<file path="src/rtl/scroll_scheduler.sv">
// rtl/scroll_scheduler.sv - view scroll and block-row spawn sequencer.
// SCROLL_TICK_HOLD_EN: when defined, one frame_tick seen during SPAWN is held and serviced on return to IDLE.
module scroll_scheduler #(
    parameter int SCREEN_HEIGHT = 700,
    parameter int MAX_STEP      = 4,
    parameter int BLOCK_SPACING = 70
) (
    input  logic        clk,
    input  logic        reset,
    input  logic        frame_tick,
    input  logic [31:0] doodle_y,
    input  logic        spawn_ack,
    output logic [31:0] view_base,
    output logic        new_view,
    output logic        min_y_crossed,
    output logic        game_over,
    output logic        scrolling,
    output logic        spawn_req,
    output logic [31:0] spawn_y
);

    localparam int          HALF       = SCREEN_HEIGHT >> 1;
    localparam logic [32:0] C_HALF     = 33'(HALF);
    localparam logic [32:0] C_SCREEN   = 33'(SCREEN_HEIGHT);
    localparam logic [32:0] C_STEP     = 33'(MAX_STEP);
    localparam logic [31:0] C_STEP32   = 32'(MAX_STEP);
    localparam logic [31:0] C_SCREEN32 = 32'(SCREEN_HEIGHT);
    localparam logic [31:0] C_SPACING  = 32'(BLOCK_SPACING);

    typedef enum logic [1:0] {
        S_IDLE,
        S_SPAWN,
        S_OVER
    } state_t;

    state_t      r_state;
    logic [31:0] r_view_base;
    logic [31:0] r_next_spawn_y;
    logic [31:0] r_spawn_y;
    logic        r_new_view;
    logic        r_min_y_crossed;
    logic        r_game_over;
    logic        r_scrolling;
    logic        r_spawn_req;

    logic [32:0] w_mid;
    logic [32:0] w_gap;
    logic [31:0] w_step;
    logic        w_spawn_need;
    logic        w_below;
    logic        w_tick;

    // Gap is evaluated in 33 bits so view_base + HALF never wraps.
    assign w_mid        = {1'b0, r_view_base} + C_HALF;
    assign w_gap        = ({1'b0, doodle_y} > w_mid) ? ({1'b0, doodle_y} - w_mid) : 33'd0;
    assign w_step       = (w_gap > C_STEP) ? C_STEP32 : w_gap[31:0];
    assign w_spawn_need = ({1'b0, r_view_base} + C_SCREEN) >= {1'b0, r_next_spawn_y};
    assign w_below      = doodle_y < r_view_base;

`ifdef SCROLL_TICK_HOLD_EN
    logic r_pending_tick;
    assign w_tick = frame_tick | r_pending_tick;
`else
    assign w_tick = frame_tick;
`endif

    always_ff @(posedge clk) begin
        if (!reset) begin
            r_state         <= S_IDLE;
            r_view_base     <= 32'd0;
            r_next_spawn_y  <= C_SCREEN32;
            r_spawn_y       <= C_SCREEN32;
            r_new_view      <= 1'b0;
            r_min_y_crossed <= 1'b0;
            r_game_over     <= 1'b0;
            r_scrolling     <= 1'b0;
            r_spawn_req     <= 1'b0;
`ifdef SCROLL_TICK_HOLD_EN
            r_pending_tick  <= 1'b0;
`endif
        end else begin
            r_new_view      <= 1'b0;
            r_min_y_crossed <= 1'b0;
            case (r_state)
                S_IDLE: begin
                    if (w_spawn_need) begin
                        r_state     <= S_SPAWN;
                        r_spawn_req <= 1'b1;
                        r_spawn_y   <= r_next_spawn_y;
`ifdef SCROLL_TICK_HOLD_EN
                        r_pending_tick <= r_pending_tick | frame_tick;
`endif
                    end else if (w_tick) begin
`ifdef SCROLL_TICK_HOLD_EN
                        r_pending_tick <= 1'b0;
`endif
                        if (w_below) begin
                            r_state         <= S_OVER;
                            r_min_y_crossed <= 1'b1;
                            r_game_over     <= 1'b1;
                            r_scrolling     <= 1'b0;
                        end else if (w_gap != 33'd0) begin
                            r_view_base <= r_view_base + w_step;
                            r_new_view  <= 1'b1;
                            r_scrolling <= w_gap > {1'b0, w_step};
                        end else begin
                            r_scrolling <= 1'b0;
                        end
                    end
                end
                S_SPAWN: begin
                    if (spawn_ack) begin
                        r_state        <= S_IDLE;
                        r_spawn_req    <= 1'b0;
                        r_next_spawn_y <= r_next_spawn_y + C_SPACING;
                    end
`ifdef SCROLL_TICK_HOLD_EN
                    if (frame_tick) begin
                        r_pending_tick <= 1'b1;
                    end
`endif
                end
                S_OVER: begin
                    r_spawn_req <= 1'b0;
                    r_scrolling <= 1'b0;
                    r_game_over <= 1'b1;
                end
                default: begin
                    r_state <= S_IDLE;
                end
            endcase
        end
    end

    assign view_base     = r_view_base;
    assign new_view      = r_new_view;
    assign min_y_crossed = r_min_y_crossed;
    assign game_over     = r_game_over;
    assign scrolling     = r_scrolling;
    assign spawn_req     = r_spawn_req;
    assign spawn_y       = r_spawn_y;

endmodule

</file>
<file path="config.mk">
export PLATFORM = sky130hd
export DESIGN_NAME = scroll_scheduler
export DESIGN_NICKNAME = d
export VERILOG_FILES = /design/src/rtl/scroll_scheduler.sv
export SDC_FILE = /design/constraint.sdc
export NUM_CORES = 1
export LEC_CHECK = 0
export CAP_MARGIN = 20
export CORE_MARGIN = 3
export CORE_UTILIZATION = 60
export CTS_BUF_LIST = sky130_fd_sc_hd__clkbuf_2 sky130_fd_sc_hd__clkbuf_4 sky130_fd_sc_hd__clkbuf_8
export DETAILED_ROUTE_END_ITERATION = 8
export PLACE_DENSITY = 0.92
export SLEW_MARGIN = 20
export SYNTH_ARGS = -nofsm -noshare
export SYNTH_HDL_FRONTEND = slang
export SYNTH_SLANG_ARGS = --single-unit
export TNS_END_PERCENT = 30
</file>
<file path="constraint.sdc">
create_clock -name clk -period 18.8 [get_ports clk]
set_clock_uncertainty 0.15 [all_clocks]
set_input_delay 3.76 -clock clk [delete_from_list [all_inputs] [get_ports clk]]
set_output_delay 3.76 -clock clk [all_outputs]
set_load 0.01 [all_outputs]
</file>
==> results of run 1 <==
## metal layers
layer	vias up	track usage (%)	routed length (microns)
met5	-	0	0
met4	0	14.0	1310
met3	89	5.76	2850
met2	575	52.6	13800
met1	4894	46.8	13600
li1	4978	-	-
## power groups by stage
stage               clock, mW  combinational (mW)  sequential (mW)
finish                  0.141                1.62            0.338
global route            0.150                1.77            0.342
CTS                     0.143                1.57            0.333
detailed placement          0                1.56            0.338
global placement            0                1.52            0.337
floorplan                   0                1.18            0.322
## cells by family (layout without fill, tap and decap cells)
family	Yosys count	after routing
xor+xnor	128	128
mux	7	7
buf+inv	149	216
fa+ha+maj	134	134
simple gates	458	458
other cells	1	29
compound gates	369	369
flops	101	101
## Yosys cell counts (all sizes together) (3+ instances only)
library cell / count
nor2b: 15
a211oi: 13
o31ai: 5
and4: 8
nor4b: 3
nor3b: 5
a21o: 38
a31o: 5
buf: 15
or3b: 4
fa: 3
xor2: 15
or4: 4
and2: 4
o21ai: 79
xnor2: 113
nand2b: 4
a21oi: 131
nand3: 72
a221oi: 5
and3: 10
mux2i: 5
inv: 90
a2111oi: 4
o2111ai: 4
clkbuf: 43
o21bai: 12
or3: 16
nand2: 76
dfxtp: 101
nor4: 5
a211o: 3
nor3: 32
o21a: 22
nor2: 155
ha: 131
a31oi: 10
or2: 5
o211ai: 17
nand4: 34
## tightest hold or removal path: stages, from the launching register on
cell and delay [ns]:
dfxtp_1 0.34, a21oi_1 0.06, nor2_1 0.07
## state kept, by name, summed over array words and instances, names as in the netlist, 2 cells and up
signal          cells
r_next_spawn_y     31
view_base          32
spawn_y            31
r_state             2
## layout make-up
type                            instances  area share (%)
Multi-Input combinational cell       1125            66.1
Clock buffer                            9            1.08
Sequential cell                       101            17.6
Timing Repair Buffer                  109            9.36
Clock inverter                          7           0.598
Inverter                               91            2.97
Tap cell                              216            2.35
## path summary, 6_finish.rpt
path / cells past startpoint / slack [ns] / to / start
hold / removal: 2 / 0.35 / spawn_y[20] / spawn_y[20]
setup / recovery: 27 / 8.53 / view_base[30] / doodle_y[6]
hold reg to reg: 2 / 0.35 / spawn_y[20] / spawn_y[20]
setup reg to reg: 35 / 9.68 / view_base[30] / view_base[2]
==> impl_metrics.json, run 1 <==
{
  "clock-root-buffer": "clkbuf_8",
  "drv_slew": 0,
  "seqPwrFrac_pct": 16.1,
  "io_buffers": 103,
  "synth-simple-area-share_pct": 22.2,
  "num_rows": 46,
  "power.leakage_nw": 4.47,
  "yosys_most_used_dff": "dfxtp_1",
  "syn_inst": 1347,
  "nFillCells": 1279,
  "overflow": 0,
  "grt_pass1_vias": 9905,
  "clock-sinks": 101,
  "power.share.clock_pct": 6.8,
  "grtUsageTotal_pct": 33.9,
  "avgRoutedWirePerCell_microns": 19.0,
  "grt_pass1_wl_microns": 50400,
  "vias": 10536,
  "ys_async_sr_fraction_pct": 0,
  "post_cts_resized": 0,
  "stdcell_count": 1658,
  "drc_errors": 0,
  "outcome": "finished clean",
  "cts_tree": "built",
  "drtIter0Drc": 1105,
  "rsz0062_at_grt": "false",
  "slew_headroom_pct": 45.9,
  "clk_pin_slew_ns": 0.11,
  "dr.pass1.iters": 7,
  "synthTopCellsByArea": "dfxtp_1 20%, ha_1 16%, xnor2_1 9.8%, a21oi_1 6.5%, nor2_1 5.7%",
  "clock_latency_ns": 0.41,
  "post-route-min-period_ns": 10.27,
  "gp_congestion": 0.976,
  "die_y_microns": 136,
  "p_per_area_nw_per_um2": 182,
  "critPathBufInv": 2,
  "report.power.total_mw": 2.09,
  "cts_max_path_buffers": 2,
  "path_delay_family": "compound AO/OA/AOI/OAI gates",
  "crit_required_ns": 18.93,
  "syn-mean-instance-area_sq_um": 7.50,
  "drive_gt1_share_pct": 3.40,
  "ff_latch_area_sq_um": 2020,
  "critPathMaxStageDelay_ns": 0.49,
  "finalCritPeriodShare_pct": 54.6,
  "area_growth_syn_to_layout_pct": 13.8,
  "n_antenna_cell": 0,
  "maxCapViolCount": 0,
  "antenna_found_initial": 0,
  "critPathCaptureType": "flop",
  "hp-class": "reg -> reg",
  "layout_common_cells": "154 x nor2_1, 131 x a21oi_1, 131 x ha_1",
  "numCtsBuffers": 9,
  "dp_hpwl_microns": 24400,
  "start_util_pct": 62.5,
  "finalWirelength_microns": 31600,
  "p_sw_mw": 1.17,
  "pre_cts_slack_ns": 8.35,
  "yosysWarnings": 0,
  "cpMaxStageDelayCell": "or4_1",
  "fin_hold_ws_ns": 0.346,
  "ioPinCount": 105,
  "synth_mux_area_share_pct": 0.718,
  "synth_top_family_by_area": "compound AO/OA/AOI/OAI gates",
  "layout_commonest_cell": "nor2_1",
  "synth.cell_area_sq_um": 10100,
  "grt_max_degree": 70,
  "crit_arrival_ns": 10.40,
  "critPathLaunchType": "input port",
  "dieWidth_microns": 136,
  "design.core.area_sq_um": 16200,
  "htreeDepth": 3,
  "fin_util_pct": 71.1,
  "fp.dieArea_sq_um": 18400,
  "final_hold_viol_count": 0,
  "vias_per_cell": 6.35,
  "synth-edff-count": 0,
  "multi_input_area_sq_um": 7600,
  "fin_ws_ns": 8.53,
  "yosys.area.top_type": "dfxtp_1",
  "dpl_cell_area_sq_um": 11300,
  "antenna_left": 0,
  "switching_share_pct": 55.8,
  "worstMarginPinSlew_ns": 0.811,
  "synth_compound_area_share_pct": 23.1,
  "ys_ff_latch": 101,
  "finalSetupViolations": 0,
  "finalSetupTns_ns": 0,
  "worstPathMaxFanout": 7,
  "synthAdderAreaFrac_pct": 16.8,
  "synth_top_area_share_pct": 20.0,
  "yosysSeqAreaShare_pct": 20.0,
  "fin_area_sq_um": 11500,
  "worstSetupPathType": "in -> reg",
  "internal-power_mw": 0.925,
  "pwr-share-comb_pct": 77.1,
  "synth.distinct_cells": 77,
  "hold_buffers": 0,
  "nets": 1607,
  "clock.fmax_mhz": 97.4,
  "post_cts_buffers": 0,
  "synth_xor_area_share_pct": 11.1,
  "peakVddDrop_v": 0.000384,
  "place_inst": 1642
}
Note: power is estimated with default switching activity, not from simulation.
==> run 2, diff against run 1 <==
==> constraint.sdc (replaced) <==
create_clock -name clk -period 10.5 [get_ports clk]
set_clock_uncertainty 0.15 [all_clocks]
set_input_delay 2.1 -clock clk [delete_from_list [all_inputs] [get_ports clk]]
set_output_delay 2.1 -clock clk [all_outputs]
set_load 0.01 [all_outputs]
==> run 2 against run 1 <==
Sequential share of layout area shrank 0.080 points. Flip-flop and latch count is the same. Die area did not move. Worst hold slack worse by 0.0058 ns. Core utilization is 0.32 points higher. Non-clock buffer count is 2 higher. First-iteration DRC count fell by 0.72%.
==> impl_metrics.json, run 2 (same netlist as run 1, synthesis figures left out) <==
{
  "grt_pass1_vias": 9740,
  "hp-class": "reg -> reg",
  "overflow": 0,
  "report.power.total_mw": 3.88,
  "grtUsageTotal_pct": 33.4,
  "hp-start": "spawn_y[5]",
  "critPathMaxStageDelay_ns": 0.47,
  "crit_required_ns": 10.67,
  "finalSetupViolations": 0,
  "dr.pass1.iters": 6,
  "n_antenna_cell": 0,
  "grt_max_degree": 78,
  "drive_gt1_share_pct": 3.53,
  "finalCritPeriodShare_pct": 82.3,
  "worstPathMaxFanout": 10,
  "grt_pass1_wl_microns": 49700,
  "ioPinCount": 105,
  "finalWirelength_microns": 31100,
  "vias_per_cell": 6.27,
  "critPathCaptureType": "flop",
  "internal-power_mw": 1.78,
  "met1Wirelength_microns": 13300,
  "wl_met3_microns": 3030,
  "cts_max_path_buffers": 2,
  "nets": 1609,
  "hold_buffers": 0,
  "post_cts_resized": 0,
  "cts_tree": "built",
  "vias": 10405,
  "layout_common_cells": "154 x nor2_1, 131 x a21oi_1, 131 x ha_1",
  "holdPathEnd": "spawn_y[5]",
  "p_sw_mw": 2.10,
  "fin_hold_ws_ns": 0.340,
  "worstSetupPathType": "reg -> reg",
  "place_inst": 1643,
  "fin_util_pct": 71.4,
  "antenna_found_initial": 0,
  "seqPwrFrac_pct": 15.6,
  "htreeDepth": 3,
  "largest_reg_flops": 32,
  "clock.fmax_mhz": 116,
  "final_hold_viol_count": 0,
  "antenna_left": 0,
  "maxCapViolCount": 0,
  "clock_latency_ns": 0.40,
  "reg2reg_setup_slack_ns": 1.86,
  "dieWidth_microns": 136,
  "r2r-start": "view_base[2]",
  "layout_commonest_cell": "nor2_1",
  "peakVddDrop_v": 0.000471,
  "outcome": "finished clean",
  "cpMaxStageDelayCell": "a2111oi_2",
  "num_rows": 46,
  "switching_share_pct": 54.2,
  "timing.rr.end": "view_base[30]",
  "critPathLaunchType": "flop",
  "stdcell_count": 1660,
  "numCtsBuffers": 9,
  "crit_arrival_ns": 8.81,
  "slew_headroom_pct": 45.0,
  "worstMarginPinSlew_ns": 0.825,
  "highest_layer": "met4",
  "design.core.area_sq_um": 16200,
  "power.share.clock_pct": 7.2,
  "reg2reg_depth": 36,
  "pre_cts_slack_ns": 1.79,
  "area_growth_syn_to_layout_pct": 14.3,
  "power.leakage_nw": 4.50,
  "post-route-min-period_ns": 8.64,
  "fp.dieArea_sq_um": 18400,
  "clock-root-buffer": "clkbuf_8",
  "gp_congestion": 1.01,
  "dpl_cell_area_sq_um": 11300,
  "drtIter0Drc": 1097,
  "holdPathStages": 2,
  "dp_hpwl_microns": 24300,
  "clk_pin_slew_ns": 0.11,
  "drv_slew": 0,
  "clock-sinks": 101,
  "start_util_pct": 62.5,
  "fin_ws_ns": 1.86,
  "io_buffers": 103,
  "pwr-share-comb_pct": 77.2,
  "die_y_microns": 136,
  "wl_met2_microns": 13600,
  "avgRoutedWirePerCell_microns": 18.8,
  "rsz0062_at_grt": "false",
  "post_cts_buffers": 0,
  "drc_errors": 0,
  "fin_area_sq_um": 11600,
  "p_per_area_nw_per_um2": 336,
  "finalSetupTns_ns": 0
}
-- run 2: cell count changes in the layout (fill, tap and decap cells not counted), sizes merged --
cell,change
buf,+2
clkinvlp,-1
bufinv,+1
-- run 2: critical path: cells and delay by family, from the launching register on --
kind	cells	cell delay, ns
buffers and inverters	3	0.45
XOR/XNOR	3	0.51
adder cells (fa/ha/maj)	4	1.28
flip-flops	1	0.44
AO/OA/AOI/OAI	15	3.40
AND/OR/NAND/NOR	11	2.31
-- run 2: worst max path at each step --
stage	start	to	slack [ns]
after floorplan	doodle_y[0]	view_base[30]	3.05
after global placement	doodle_y[13]	view_base[30]	1.96
after detailed placement	doodle_y[10]	view_base[30]	1.79
after CTS	view_base[1]	view_base[30]	2.03
after global routing	view_base[1]	view_base[30]	1.26
final	view_base[2]	view_base[30]	1.86
-- run 2: power by group through the flow --
stage                     Sequential, mW  Clock, mW  Combinational (mW)
after floorplan                    0.577          0                2.11
after global placement             0.605          0                2.73
after detailed placement           0.607          0                2.79
after CTS                          0.599      0.279                2.81
after global routing               0.613      0.293                3.28
final                              0.604      0.278                3.00
-- run 2: metal layers --
metal | vias up | global-route usage (%)
met4 | 0 | 14.6
met2 | 511 | 50.4
met3 | 83 | 6.24
li1 | 4970 | -
met1 | 4841 | 46.7
met5 | - | 0
-- run 2: final cells by class --
class	count	area, sq um
clock inverter	7	91.3
inverter	91	342
sequential	101	2020
multi-input combinational	1125	7590
clock buffer	9	124
tap	216	270
timing repair buffer	111	1110
fill	1302	4620
